### config.mk
export PLATFORM = sky130hd
export DESIGN_NAME = memory_access_stage
export DESIGN_NICKNAME = d
export VERILOG_FILES = /design/src/rtl/mips_pkg.sv /design/src/rtl/memory_to_writeback_reg.sv /design/src/rtl/memory_access_stage.sv
export SDC_FILE = /design/constraint.sdc
export NUM_CORES = 1
export LEC_CHECK = 0
export CORE_MARGIN = 2
export CORE_UTILIZATION = 56
export DETAILED_ROUTE_END_ITERATION = 7
export DONT_BUFFER_PORTS = 1
export PLACE_DENSITY = 0.68
export SLEW_MARGIN = 5
export SYNTH_ARGS = -nofsm -noshare
export SYNTH_HDL_FRONTEND = slang
export SYNTH_SLANG_ARGS = --single-unit
### constraint.sdc
create_clock -name i_CLK -period 2.3 [get_ports i_CLK]
set_clock_uncertainty 0.1 [all_clocks]
set_input_delay 0.345 -clock i_CLK [delete_from_list [all_inputs] [get_ports i_CLK]]
set_output_delay 0.345 -clock i_CLK [all_outputs]
set_load 0.01 [all_outputs]
### src/rtl/mips_pkg.sv
// Shared definitions for the MIPS pipeline MEM stage: FSM states, default
// widths and the writeback-stage bubble value.
package mips_pkg;

  localparam int DATA_WIDTH    = 32;
  localparam int ADDRESS_WIDTH = 32;
  localparam int RF_ADDR_WIDTH = 5;

  typedef enum logic {
    IDLE = 1'b0,
    REQ  = 1'b1
  } state_e;

  typedef struct packed {
    logic reg_write;
    logic mem_to_reg;
  } wb_ctrl_t;

  // A bubble never writes the register file.
  localparam wb_ctrl_t WB_BUBBLE = '{reg_write: 1'b0, mem_to_reg: 1'b0};

endpackage

### src/rtl/memory_to_writeback_reg.sv
// MEM/WB pipeline register. Loads every cycle; i_Bubble forces an all-zero
// entry so the writeback stage sees a harmless no-op.
module memory_to_writeback_reg
  import mips_pkg::*;
#(
  parameter int DATA_WIDTH    = mips_pkg::DATA_WIDTH,
  parameter int RF_ADDR_WIDTH = mips_pkg::RF_ADDR_WIDTH
) (
  input  logic                     i_CLK,
  input  logic                     i_RST,
  input  logic                     i_Bubble,
  input  logic [DATA_WIDTH-1:0]    i_ReadData,
  input  logic [DATA_WIDTH-1:0]    i_ALUOut,
  input  logic [RF_ADDR_WIDTH-1:0] i_WriteReg,
  input  wb_ctrl_t                 i_Ctrl,
  output logic [DATA_WIDTH-1:0]    o_ReadDataW,
  output logic [DATA_WIDTH-1:0]    o_ALUOutW,
  output logic [RF_ADDR_WIDTH-1:0] o_WriteRegW,
  output logic                     o_RegWriteW,
  output logic                     o_MemtoRegW
);

  logic [DATA_WIDTH-1:0]    read_data_q, read_data_d;
  logic [DATA_WIDTH-1:0]    alu_out_q, alu_out_d;
  logic [RF_ADDR_WIDTH-1:0] write_reg_q, write_reg_d;
  wb_ctrl_t                 ctrl_q, ctrl_d;

  always_comb begin
    read_data_d = i_ReadData;
    alu_out_d   = i_ALUOut;
    write_reg_d = i_WriteReg;
    ctrl_d      = i_Ctrl;
    if (i_Bubble) begin
      read_data_d = '0;
      alu_out_d   = '0;
      write_reg_d = '0;
      ctrl_d      = WB_BUBBLE;
    end
  end

  always_ff @(posedge i_CLK) begin
    if (i_RST) begin
      read_data_q <= '0;
      alu_out_q   <= '0;
      write_reg_q <= '0;
      ctrl_q      <= WB_BUBBLE;
    end else begin
      read_data_q <= read_data_d;
      alu_out_q   <= alu_out_d;
      write_reg_q <= write_reg_d;
      ctrl_q      <= ctrl_d;
    end
  end

  assign o_ReadDataW = read_data_q;
  assign o_ALUOutW   = alu_out_q;
  assign o_WriteRegW = write_reg_q;
  assign o_RegWriteW = ctrl_q.reg_write;
  assign o_MemtoRegW = ctrl_q.mem_to_reg;

endmodule

### src/rtl/memory_access_stage.sv
// MIPS MEM stage: drives loads/stores over a req/ack bus, stalls upstream while
// an access is pending. Optional MEM_TIMEOUT_EN adds a REQ watchdog and o_MemErr.
//
// Bus handshake: o_MemReq is held high with o_MemWe/o_MemAddr/o_MemWData stable
// from the first REQ cycle until the cycle i_MemAck pulses; that cycle completes
// the access and the next cycle is IDLE. i_MemAck is ignored outside REQ.
module memory_access_stage
  import mips_pkg::*;
#(
  parameter int DATA_WIDTH     = mips_pkg::DATA_WIDTH,
  parameter int ADDRESS_WIDTH  = mips_pkg::ADDRESS_WIDTH,
  parameter int RF_ADDR_WIDTH  = mips_pkg::RF_ADDR_WIDTH,
  parameter int TIMEOUT_CYCLES = 64
) (
  input  logic                     i_CLK,
  input  logic                     i_RST,
  input  logic [DATA_WIDTH-1:0]    i_ALUOutM,
  input  logic [DATA_WIDTH-1:0]    i_WriteDataM,
  input  logic [RF_ADDR_WIDTH-1:0] i_WriteRegM,
  input  logic                     i_RegWriteM,
  input  logic                     i_MemtoRegM,
  input  logic                     i_MemWriteM,
  output logic                     o_MemReq,
  output logic                     o_MemWe,
  output logic [ADDRESS_WIDTH-1:0] o_MemAddr,
  output logic [DATA_WIDTH-1:0]    o_MemWData,
  input  logic                     i_MemAck,
  input  logic [DATA_WIDTH-1:0]    i_MemRData,
  output logic                     o_StallM,
  output logic [DATA_WIDTH-1:0]    o_ReadDataW,
  output logic [DATA_WIDTH-1:0]    o_ALUOutW,
  output logic [RF_ADDR_WIDTH-1:0] o_WriteRegW,
  output logic                     o_RegWriteW,
  output logic                     o_MemtoRegW,
  output logic                     o_MemErr,
  output state_e                   o_DbgState
);

  localparam int CNT_W = (TIMEOUT_CYCLES > 1) ? $clog2(TIMEOUT_CYCLES) : 1;

  state_e                   state_q, state_d;
  logic [DATA_WIDTH-1:0]    alu_q, alu_d;
  logic [DATA_WIDTH-1:0]    wdata_q, wdata_d;
  logic [RF_ADDR_WIDTH-1:0] wreg_q, wreg_d;
  logic                     regwrite_q, regwrite_d;
  logic                     store_q, store_d;

  logic                     mem_op;
  logic                     in_req;
  logic                     timeout_hit;
  logic [ADDRESS_WIDTH-1:0] addr_w;

  logic                     wb_bubble;
  logic [DATA_WIDTH-1:0]    wb_rdata;
  logic [DATA_WIDTH-1:0]    wb_alu;
  logic [RF_ADDR_WIDTH-1:0] wb_wreg;
  wb_ctrl_t                 wb_ctrl;

  assign mem_op = i_MemtoRegM | i_MemWriteM;
  assign in_req = (state_q == REQ);

  // Bus address is the low bits of the latched ALU result, zero-extended
  // when the bus is wider than the datapath.
  if (ADDRESS_WIDTH <= DATA_WIDTH) begin : g_addr_trunc
    assign addr_w = alu_q[ADDRESS_WIDTH-1:0];
  end else begin : g_addr_zext
    assign addr_w = {{(ADDRESS_WIDTH-DATA_WIDTH){1'b0}}, alu_q};
  end

`ifdef MEM_TIMEOUT_EN
  logic [CNT_W-1:0] cnt_q, cnt_d;
  logic             err_q, err_d;

  assign timeout_hit = in_req & ~i_MemAck & (cnt_q == CNT_W'(TIMEOUT_CYCLES - 1));
  assign o_MemErr    = err_q;
`else
  logic unused_timeout;

  assign unused_timeout = ^CNT_W;
  assign timeout_hit    = 1'b0;
  assign o_MemErr       = 1'b0;
`endif

  always_comb begin
    state_d    = state_q;
    alu_d      = alu_q;
    wdata_d    = wdata_q;
    wreg_d     = wreg_q;
    regwrite_d = regwrite_q;
    store_d    = store_q;
    wb_bubble  = 1'b1;
    wb_rdata   = '0;
    wb_alu     = '0;
    wb_wreg    = '0;
    wb_ctrl    = WB_BUBBLE;
`ifdef MEM_TIMEOUT_EN
    cnt_d      = cnt_q;
    err_d      = err_q;
`endif
    case (state_q)
      IDLE: begin
        if (!mem_op) begin
          wb_bubble = 1'b0;
          wb_alu    = i_ALUOutM;
          wb_wreg   = i_WriteRegM;
          wb_ctrl   = '{reg_write: i_RegWriteM, mem_to_reg: 1'b0};
        end else begin
          alu_d      = i_ALUOutM;
          wdata_d    = i_WriteDataM;
          wreg_d     = i_WriteRegM;
          regwrite_d = i_RegWriteM;
          store_d    = i_MemWriteM;
          state_d    = REQ;
`ifdef MEM_TIMEOUT_EN
          cnt_d      = '0;
`endif
        end
      end
      REQ: begin
        if (i_MemAck) begin
          wb_bubble = 1'b0;
          wb_rdata  = store_q ? '0 : i_MemRData;
          wb_alu    = alu_q;
          wb_wreg   = wreg_q;
          wb_ctrl   = '{reg_write: regwrite_q, mem_to_reg: ~store_q};
          state_d   = IDLE;
        end else if (timeout_hit) begin
          state_d = IDLE;
`ifdef MEM_TIMEOUT_EN
          err_d   = 1'b1;
`endif
        end else begin
`ifdef MEM_TIMEOUT_EN
          cnt_d = cnt_q + 1'b1;
`endif
        end
      end
      default: state_d = IDLE;
    endcase
  end

  always_ff @(posedge i_CLK) begin
    if (i_RST) begin
      state_q    <= IDLE;
      alu_q      <= '0;
      wdata_q    <= '0;
      wreg_q     <= '0;
      regwrite_q <= 1'b0;
      store_q    <= 1'b0;
`ifdef MEM_TIMEOUT_EN
      cnt_q      <= '0;
      err_q      <= 1'b0;
`endif
    end else begin
      state_q    <= state_d;
      alu_q      <= alu_d;
      wdata_q    <= wdata_d;
      wreg_q     <= wreg_d;
      regwrite_q <= regwrite_d;
      store_q    <= store_d;
`ifdef MEM_TIMEOUT_EN
      cnt_q      <= cnt_d;
      err_q      <= err_d;
`endif
    end
  end

  // Stall drops in the ack (or abort) cycle so EX/MEM advances on the same
  // edge that the MEM/WB register captures the result.
  assign o_StallM   = (~in_req & mem_op) | (in_req & ~i_MemAck & ~timeout_hit);
  assign o_MemReq   = in_req;
  assign o_MemWe    = in_req & store_q;
  assign o_MemAddr  = in_req ? addr_w : '0;
  assign o_MemWData = in_req ? wdata_q : '0;
  assign o_DbgState = state_q;

  memory_to_writeback_reg #(
    .DATA_WIDTH   (DATA_WIDTH),
    .RF_ADDR_WIDTH(RF_ADDR_WIDTH)
  ) u_mem_wb (
    .i_CLK      (i_CLK),
    .i_RST      (i_RST),
    .i_Bubble   (wb_bubble),
    .i_ReadData (wb_rdata),
    .i_ALUOut   (wb_alu),
    .i_WriteReg (wb_wreg),
    .i_Ctrl     (wb_ctrl),
    .o_ReadDataW(o_ReadDataW),
    .o_ALUOutW  (o_ALUOutW),
    .o_WriteRegW(o_WriteRegW),
    .o_RegWriteW(o_RegWriteW),
    .o_MemtoRegW(o_MemtoRegW)
  );

endmodule

==> impl_metrics.yaml <==
critical_path:
  critical_path_arrival_ps: 1690
  r2r_end: "u_mem_wb.o_ALUOutW[28]$_SDFF_PP0_"
  cp.required_ps: 1860
  crit_path_end_kind: "primary output"
  cp-startpoint: "o_DbgState$_SDFF_PP0_"
  worstSetupEndpoint: "o_MemWData[3]"
  cp-start-kind: "register"
  reg2reg_from: "o_DbgState$_SDFF_PP0_"
  rrSetupSlack_ps: 190
  path_class: "register to primary output"
  worst-r2r-cell-count: 4
  cp_max_fo: 46
floorplan:
  die_h_um: 109
  pin_count: 247
  start_util_pct: 57.3
  die_w_um: 109
  coreArea_mm2: 0.0108
  die-area_mm2: 0.0120
  num_rows: 38
sta:
  fin_tns_setup_ps: 0
  fin_crit_ps: 2130
  final_max_slew_viol_count: 0
  grt_setup_unrepaired: "false"
  tightest_slew_ps: 909
  setup_violations: 0
  hold_violations: 0
  fmax_ghz: 0.468
  whs_ps: 194
  max-slew-margin-rel_pct: 39.2
  finalCritPeriodShare_pct: 92.8
synth:
  synth_seq_cells: 143
  synth-edff-count: 0
  yosysMostFrequentCell: "dfxtp_1"
  ys_async_sr_fraction_pct: 0
  synth_nets: 741
  synth.top_cell.area_share_pct: 46.1
  avgSynthCellArea_um2: 9.80
  yosysUniqueCellTypes: 19
  synth_area_mm2: 0.00621
  synth_largest_area_cell: "dfxtp_1"
  yosysSeqAreaShare_pct: 46.1
  synth_top_flop_cell: "dfxtp_1"
  yosys_warnings: 0
  synthTopCellsByArea: "dfxtp_1, nand2b_1, mux2i_1, and2_1, or4b_1"
  ys_top_cells_by_count: "dfxtp_1, nand2b_1, and2_1"
  syn_inst: 634
pwr:
  seqPwrFrac_pct: 43.6
  p_total_mw: 6.26
  power.density_mw_per_mm2: 774
  internal_power_mw: 4.77
  p_leak_nw: 3.23
  swShare_pct: 23.8
  clkPwrFrac_pct: 45.4
  vdd_ir_drop_max_v: 0.000554
  power_frac_comb_pct: 11.0
  switchingPower_mw: 1.49
min_path:
  hold_class: "input pin to register"
clock_network:
  worstSkewPairLatency_ps: 530
  root_buffer: "clkbuf_8"
  cts_num_sinks: 143
  h-tree-depth: 4
  clk_pin_slew_ps: 70
  clockBufferDepth: 2
  tritoncts: "built"
  cts-buffers-inserted: 17
routing:
  wl_per_cell_um: 18.5
  num_vias: 4834
  drt-initial-drc-count: 336
  firstDrtPassIters: 4
  drc: 0
  routed_wl_um: 16300
  vias_per_cell: 5.49
  ant_nets: 0
status:
  status: "finished clean"
final_layout:
  areaGrowthSynthToFinish_pct: 30.1
  multiInputGateArea_mm2: 0.00301
  nets: 834
  stdcell_count: 880
  seqCellArea_mm2: 0.00287
  fillers: 743
  finish.utilization_pct: 74.6
  drive_above_1_share_pct: 5.81
  antenna_cells: 0
global_routing:
  grt_util_met2_pct: 44.9
  overflow: 0
  grt_usage_pct: 26.7
  grtUsageMet3_pct: 8.36
  grt_max_degree: 164
  antenna_found_initial: 0
  grt_pass1_wl_um: 24700
  grt_pass1_vias: 4860
  grt_util_met1_pct: 32.1
  grt.busiest_layer: "met2"
place:
  placedCellCount: 719
  hpwl_um: 8160
  numPortBuffers: 0
  gp_congestion: 0.711
flow_run:
  drv_cap: 0
stage by stage:
| step | worst slack [ps] | instance area [um2] |
|---|---|---|
| floorplan | 748 | 6210 |
| global placement | 534 | 6130 |
| detailed placement | 469 | 6130 |
| CTS | 12.1 | 8060 |
| finish | 165 | 8080 |
| global route | 68.4 | 8080 |
power by group through the flow:
stage	combinational [mW]	clock, mW	sequential, mW
4_1_cts	0.663	2.88	2.73
2_1_floorplan	0.475	0	2.74
6_report	0.690	2.84	2.73
5_1_grt	0.748	2.99	2.74
3_5_place_dp	0.441	0	2.78
3_3_place_gp	0.424	0	2.78
state kept, by name (all words and copies together) (netlist names):
register              cells
u_mem_wb.o_ReadDataW     32
regwrite_q                1
u_mem_wb.o_ALUOutW       32
u_mem_wb.o_RegWriteW      1
o_DbgState                1
u_mem_wb.o_WriteRegW      5
wreg_q                    5
addr_w                   32
wdata_q                  32
u_mem_wb.o_MemtoRegW      1
store_q                   1
cells by family (layout without fill, tap and decap cells):
| logic type | Yosys count | count (layout) | synth area share (%) |
|---|---|---|---|
| AOI/OAI and AO/OA | 42 | 42 | 3.50 |
| DFF | 143 | 143 | 46.1 |
| and+or+nand+nor | 317 | 317 | 33.6 |
| other | 1 | 1 | 0.0604 |
| muxes | 70 | 70 | 11.3 |
| buffers and inverters | 61 | 167 | 5.50 |
metal layers:
layer  vias to the layer above  part of all wire (%)
li1                       2295                     -
met1                      2300                    40
met2                       219                    50
met3                        20                   8.0
met4                         0                   1.5
met5                         -                     0
worst max-delay path, stage by stage, from the launching register on:
cell and delay (ps):
dfxtp_4 550, buf_6 340, and2_1 250
cell type report:
class | instances | share of cell area, %
Clock inverter | 11 | 1.89
Timing Repair Buffer | 135 | 17.4
Multi-Input combinational cell | 430 | 37.3
Sequential cell | 143 | 35.5
Tap cell | 140 | 2.17
Clock buffer | 21 | 5.82
layout by cell type, fill, tap and decap left out, types with 3 or more instances in the layout:
cell type      instances
a21oi_1               39
clkbuf_8               3
nand2b_1             141
clkbuf_16             17
clkinvlp_4             6
dlygate4sd3_1        127
mux2i_1               70
or4b_1                38
dfxtp_1              142
nand3_1               38
bufinv_16              3
and2_1                97
timing repair:
item / in CTS / in global routing
cloned: 0 / 0
setup buffers: 0 / 1
hold endpoints to repair: 142 / 0
setup endpoints to repair: 47 / 49
hold buffers: 128 / 0
gates resized for setup: 2 / 0
worst min-delay path by stage:
stage | from | end | slack (ps) | cells after the start
6_report | i_RST | u_mem_wb.o_ALUOutW[5]$_SDFF_PP0_ | 190 | 2
5_1_grt | i_MemtoRegM | addr_w[24]$_SDFFE_PP0P_ | 210 | 2
4_1_cts | i_RST | u_mem_wb.o_ALUOutW[27]$_SDFF_PP0_ | 160 | 2
3_5_place_dp | i_RST | u_mem_wb.o_ALUOutW[29]$_SDFF_PP0_ | 330 | 1
3_3_place_gp | i_RST | o_DbgState$_SDFF_PP0_ | 330 | 1
2_1_floorplan | regwrite_q$_SDFFE_PP0P_ | u_mem_wb.o_RegWriteW$_SDFF_PP0_ | 340 | 2
No activity file was read; power rests on OpenSTA's default activity.
==> variant 1: new RTL, same flow settings <==
Set the package constant `RF_ADDR_WIDTH` to 7 (it was 5).
--- a/src/rtl/mips_pkg.sv
+++ b/src/rtl/mips_pkg.sv
@@ -4,7 +4,7 @@
 
   localparam int DATA_WIDTH    = 32;
   localparam int ADDRESS_WIDTH = 32;
-  localparam int RF_ADDR_WIDTH = 5;
+  localparam int RF_ADDR_WIDTH = 7;
 
   typedef enum logic {
     IDLE = 1'b0,
Interface: changed (resized i_WriteRegM and o_WriteRegW); port bits go from 247 to 251. No check against the original RTL was run, so the function may have changed too.
==> variant 1 against the original RTL <==
- design area grew 0.19%
- non-clock buffer count shrank 17
- sequential cell count rose by 4
- count of clock-buffer cells in the layout shrank 4
- synthesized area grew 2.2%
- critical endpoint is now u_mem_wb.o_ALUOutW[14]
- routed wire length grew 0.45%
- critical path type is now flop to flop
- total power up 1.9%
- largest cell class unchanged
- sequential share of layout area rose by 0.92 points
- worst setup slack worse by 0.040 ns
- via count rose by 0.85%
- critical path depth rose by 2
==> variant 1: results (changes against the original RTL) <==
Outcome
  – Outcome: finished, final reports clean (unchanged)

Routing
  – Iter 0 DRT Violations: 413 (was 336)
  – Wirelength, routed: 16350 µm (was 16280 µm)
  – Via/cell ratio: 5.546 (was 5.493)

STA
  – Slew HR: 65.13% (was 39.18%)

Yosys
  – Post-synth top cells: 147 x dfxtp_1, 145 x nand2b_1, 97 x and2_1, 72 x mux2i_1, 42 x clkbuf_1 (was 143 x dfxtp_1, 141 x nand2b_1, 97 x and2_1, 70 x mux2i_1, 39 x a21oi_1)
  – Yosys cell types: 21 (was 19)
  – Post-synth top flop: dfxtp_1 (unchanged)
  – Synth top area cells: dfxtp_1 46%, nand2b_1 14%, mux2i_1 11%, and2_1 9.6%, or4b_1 6.2% (was dfxtp_1 46%, nand2b_1 14%, mux2i_1 11%, and2_1 9.8%, or4b_1 6.1%)
  – Seq/Total Area, Yosys: 46.36% (was 46.08%)
  – Post-Syn Nets: 761 (was 741)

Power and ir drop
  – Peak VDD IR: 0.5097 mV (was 0.5536 mV)
  – P_leak: 0.003203 µW (was 0.003234 µW)

Final layout
  – FILL cells: 772 (was 743)
  – Nets: 835 (was 834)
  – Layout cell share with drive strength beyond 1: 6.089% (was 5.811%)

Clock tree
  – Worst-Skew Late Latency: 0.41 ns (was 0.53 ns)
  – Root Driver: clkbuf_16 (was clkbuf_8)
  – Resized Gates After CTS: 0 (was 2)

Placed design
  – Port Buffers: 0 (unchanged)
  – Placer Congestion: 0.7533 (was 0.7108)
  – Dpl ws: 0.5648 ns (was 0.4695 ns)
  – Final HPWL from detailed placement: 8762 µm (was 8163 µm)

Global routing
  – Number of global-route vias before repair: 4899 (was 4860)
  – All-Layer GR Usage: 26.06% (was 26.72%)
  – Pin count of the biggest net entering global routing: 149 (was 164)
  – First-pass GRT wire length: 25830 µm (was 24740 µm)

Worst hold path
  – WHS Endpoint: wdata_q[18] (was u_mem_wb.o_ALUOutW[5])
  – Hold Crit Start: i_RST (unchanged)

Worst setup path
  – Crit path DAT: 2.41 ns (was 1.69 ns)
  – CP Max Fanout: 53 (was 46)
  – Terminus of the critical flop-to-flop path: u_mem_wb.o_ALUOutW[14] (was u_mem_wb.o_ALUOutW[28])
## variant 1: report_power, final
part | total [µW] | switching [µW] | internal [µW]
clock | 2910 | 1230 | 1680
sequential | 2810 | 123 | 2690
combinational | 656 | 289 | 367
## variant 1: worst max-delay path by stage
| stage | end | slack, ns | cells past startpoint |
|---|---|---|---|
| after floorplan | o_StallM | 0.70 | 5 |
| after global placement | wdata_q[24] | 0.60 | 3 |
| after detailed placement | addr_w[28] | 0.56 | 3 |
| after CTS | u_mem_wb.o_ALUOutW[23] | 0.19 | 4 |
| after global routing | u_mem_wb.o_ALUOutW[23] | 0.08 | 4 |
| final | u_mem_wb.o_ALUOutW[14] | 0.13 | 4 |
## variant 1: through the flow
stage          area, µm²  util [%]  hold slack (ns)  cells
6_report            8098     74.05          0.01177    879
4_1_cts             8068     73.78        0.0009669    876
3_5_place_dp        6324     57.83           0.3306    735
3_3_place_gp        6324     57.83           0.3359    735
5_1_grt             8098     74.05        0.0003342    879
2_1_floorplan       6347         -           0.3436    652
## variant 1: area by class of cell
cell class                 count  area share [%]
multi-input combinational    442           38.37
sequential                   147           36.39
timing repair buffer         118           15.27
clock buffer                  17           5.253
clock inverter                15           2.565
tap                          140           2.163
## variant 1: worst max-delay path, stage by stage (launching register included)
cell	delay, ns
dfxtp_4	0.51
buf_12	0.26
or4b_1	0.50
dlygate4sd3_1	0.57
a21oi_1	0.15
## variant 1: routing by layer
metal / global-route usage (%) / up-vias / routed length (µm)
met2: 43.31 / 230 / 7954
met4: 11.17 / 0 / 439
met5: 0 / - / 0
met3: 9.111 / 38 / 1317
met1: 30.51 / 2281 / 6640
li1: - / 2326 / -
## variant 1: cell families (layout without fill, tap and decap cells)
| group | count (synthesis) | in the layout | synth area share (%) |
|---|---|---|---|
| other cells | 1 | 1 | 0.05908 |
| flops | 147 | 147 | 46.36 |
| compound gates | 44 | 44 | 3.647 |
| mux | 72 | 72 | 11.35 |
| buf+inv | 63 | 150 | 4.790 |
| simple gates | 325 | 325 | 33.79 |
## variant 1: what timing repair did
item,CTS,global route
hold buffers,109,3
setup buffers,0,0
hold endpoints to repair,142,2
==> variant 2: new RTL, same flow settings <==
Without the edit above. `read_data_q` no longer has a reset.
--- a/src/rtl/memory_to_writeback_reg.sv
+++ b/src/rtl/memory_to_writeback_reg.sv
@@ -40,16 +40,18 @@
 
   always_ff @(posedge i_CLK) begin
     if (i_RST) begin
-      read_data_q <= '0;
       alu_out_q   <= '0;
       write_reg_q <= '0;
       ctrl_q      <= WB_BUBBLE;
     end else begin
-      read_data_q <= read_data_d;
       alu_out_q   <= alu_out_d;
       write_reg_q <= write_reg_d;
       ctrl_q      <= ctrl_d;
     end
+  end
+
+  always_ff @(posedge i_CLK) begin
+    read_data_q <= read_data_d;
   end
 
   assign o_ReadDataW = read_data_q;
Check against the original RTL: differs if i_RST is asserted again (counterexample within 4 cycles, from zero or initial values and one cycle with i_RST high); with i_RST held inactive, the same outputs for 4 cycles.
==> variant 2 against the original RTL <==
- clock power decreased by 5%
- synthesized area decreased by 0.26%
- sequential share of layout area increased by 0.071 points
- sequential power about the same
- routed wire length increased by 2.9%
- sequential cell count unchanged
- hold slack got worse by 0.053 ns
- core utilization decreased by 0.15 points
- design area decreased by 0.20%
- die area decreased by 0.26%
- worst setup slack got worse by 0.025 ns
- total power decreased by 1.7%
- critical path type unchanged
- critical endpoint is now o_StallM
- largest power group is now sequential cells
==> variant 2: results (changes against the original RTL) <==
Outcome
  – Outcome: finished, final reports clean (unchanged)

Placed design
  – Placer Congestion: 0.7229 (was 0.7108)
  – Placed Cells incl. Taps: 720 (was 719)
  – Final HPWL from detailed placement: 8287 µm (was 8163 µm)
  – Dpl ws: 0.4532 ns (was 0.4695 ns)
  – DP Area: 6128 µm² (was 6126 µm²)

Yosys
  – Post-synthesis mux area share: 11.31% (was 11.28%)
  – Yosys cell types: 21 (was 19)
  – Post-Syn Nets: 742 (was 741)
  – Synth Area in Compound Gates: 3.514% (was 3.505%)
  – Ys async rst share: 0% (unchanged)
  – Post-synth top cells: 143 x dfxtp_1, 141 x nand2b_1, 97 x and2_1, 70 x mux2i_1, 42 x clkbuf_1 (was 143 x dfxtp_1, 141 x nand2b_1, 97 x and2_1, 70 x mux2i_1, 39 x a21oi_1)
  – Mapped Cells: 635 (was 634)
  – Synth Area in Adders: 0% (unchanged)
  – Synth top area cells: dfxtp_1 46%, nand2b_1 14%, mux2i_1 11%, and2_1 9.8%, or4b_1 6.1% (unchanged)
  – Seq/Total Area, Yosys: 46.20% (was 46.08%)

Worst setup path
  – Critical path's top delay family: flip-flops (unchanged)
  – Worst setup path end: o_StallM (was o_MemWData[3])
  – CP Max Fanout: 56 (was 46)
  – Terminus of the critical flop-to-flop path: u_mem_wb.o_ALUOutW[29] (was u_mem_wb.o_ALUOutW[28])
  – Crit path DAT: 1.71 ns (was 1.69 ns)
  – Crit-path max cell delay: 0.49 ns (was 0.55 ns)
  – Reg2Reg Setup Slack: 0.20 ns

Global routing
  – Number of global-route vias before repair: 4838 (was 4860)
  – Grt met1 use: 32.40% (was 32.10%)
  – First-pass GRT wire length: 24940 µm (was 24740 µm)
  – All-Layer GR Usage: 27.55% (was 26.72%)
  – Pin count of the biggest net entering global routing: 164 (unchanged)
  – Met2 Use GR: 46.98% (was 44.93%)
  – Met3 Usage GRT: 8.966% (was 8.358%)

Routing
  – Iter 0 DRT Violations: 422 (was 336)
  – DR vias: 4915 (was 4834)
  – Met1 WL: 6781 µm (was 6513 µm)
  – Wirelength per Cell: 18.96 µm (was 18.50 µm)
  – WL met2: 8436 µm (was 8205 µm)
  – Met3 WL: 1260 µm (was 1308 µm)
  – TritonRoute pass-1 iters: 5 (was 4)
  – Wirelength, routed: 16740 µm (was 16280 µm)

Clock tree
  – Cts hold-fix bufs: 129 (was 128)
  – Resized Gates After CTS: 0 (was 2)
  – Setup Buffers After CTS: 1 (was 0)

Power and ir drop
  – Peak VDD IR: 0.5883 mV (was 0.5536 mV)
  – Switch share: 25.35% (was 23.77%)
  – P_leak: 0.003262 µW (was 0.003234 µW)

Worst hold path
  – Hold Path Depth: 2 (unchanged)
  – WHS Endpoint: u_mem_wb.o_WriteRegW[0] (was u_mem_wb.o_ALUOutW[5])

STA
  – Final hold slack: 0.1412 ns (was 0.1944 ns)
  – Ratio of final minimum period to clock period: 93.91% (was 92.82%)
  – Slew HR: 37.10% (was 39.18%)

Final layout
  – Layout cell share with drive strength beyond 1: 5.922% (was 5.811%)
  – FILL cells: 734 (was 743)
  – Nets: 837 (was 834)
## variant 2: cell types whose count changed after synthesis
cell	before	now
nor2b_1	0	1
and3b_1	0	1
o21ai_0	1	0
buf_1	3	2
buf_6	12	10
clkbuf_1	36	42
buf_2	6	2
clkbuf_2	0	1
o21ai_1	0	1
and4bb_2	1	0
## variant 2: power groups by stage
stage	registers [µW]	clock network, µW	logic [µW]
2_1_floorplan	2760	0	478
3_3_place_gp	2800	0	432
3_5_place_dp	2800	0	448
4_1_cts	2740	2720	688
5_1_grt	2750	2830	769
6_report	2740	2700	710
## variant 2: final cells by class
| class | instances | area, µm² | share of cell area [%] |
|---|---|---|---|
| Multi-Input combinational cell | 431 | 3017 | 37.40 |
| Sequential cell | 143 | 2867 | 35.54 |
| Timing Repair Buffer | 137 | 1423 | 17.64 |
| Clock buffer | 18 | 427.9 | 5.305 |
| Tap cell | 140 | 175.2 | 2.172 |
| Clock inverter | 14 | 157.7 | 1.954 |
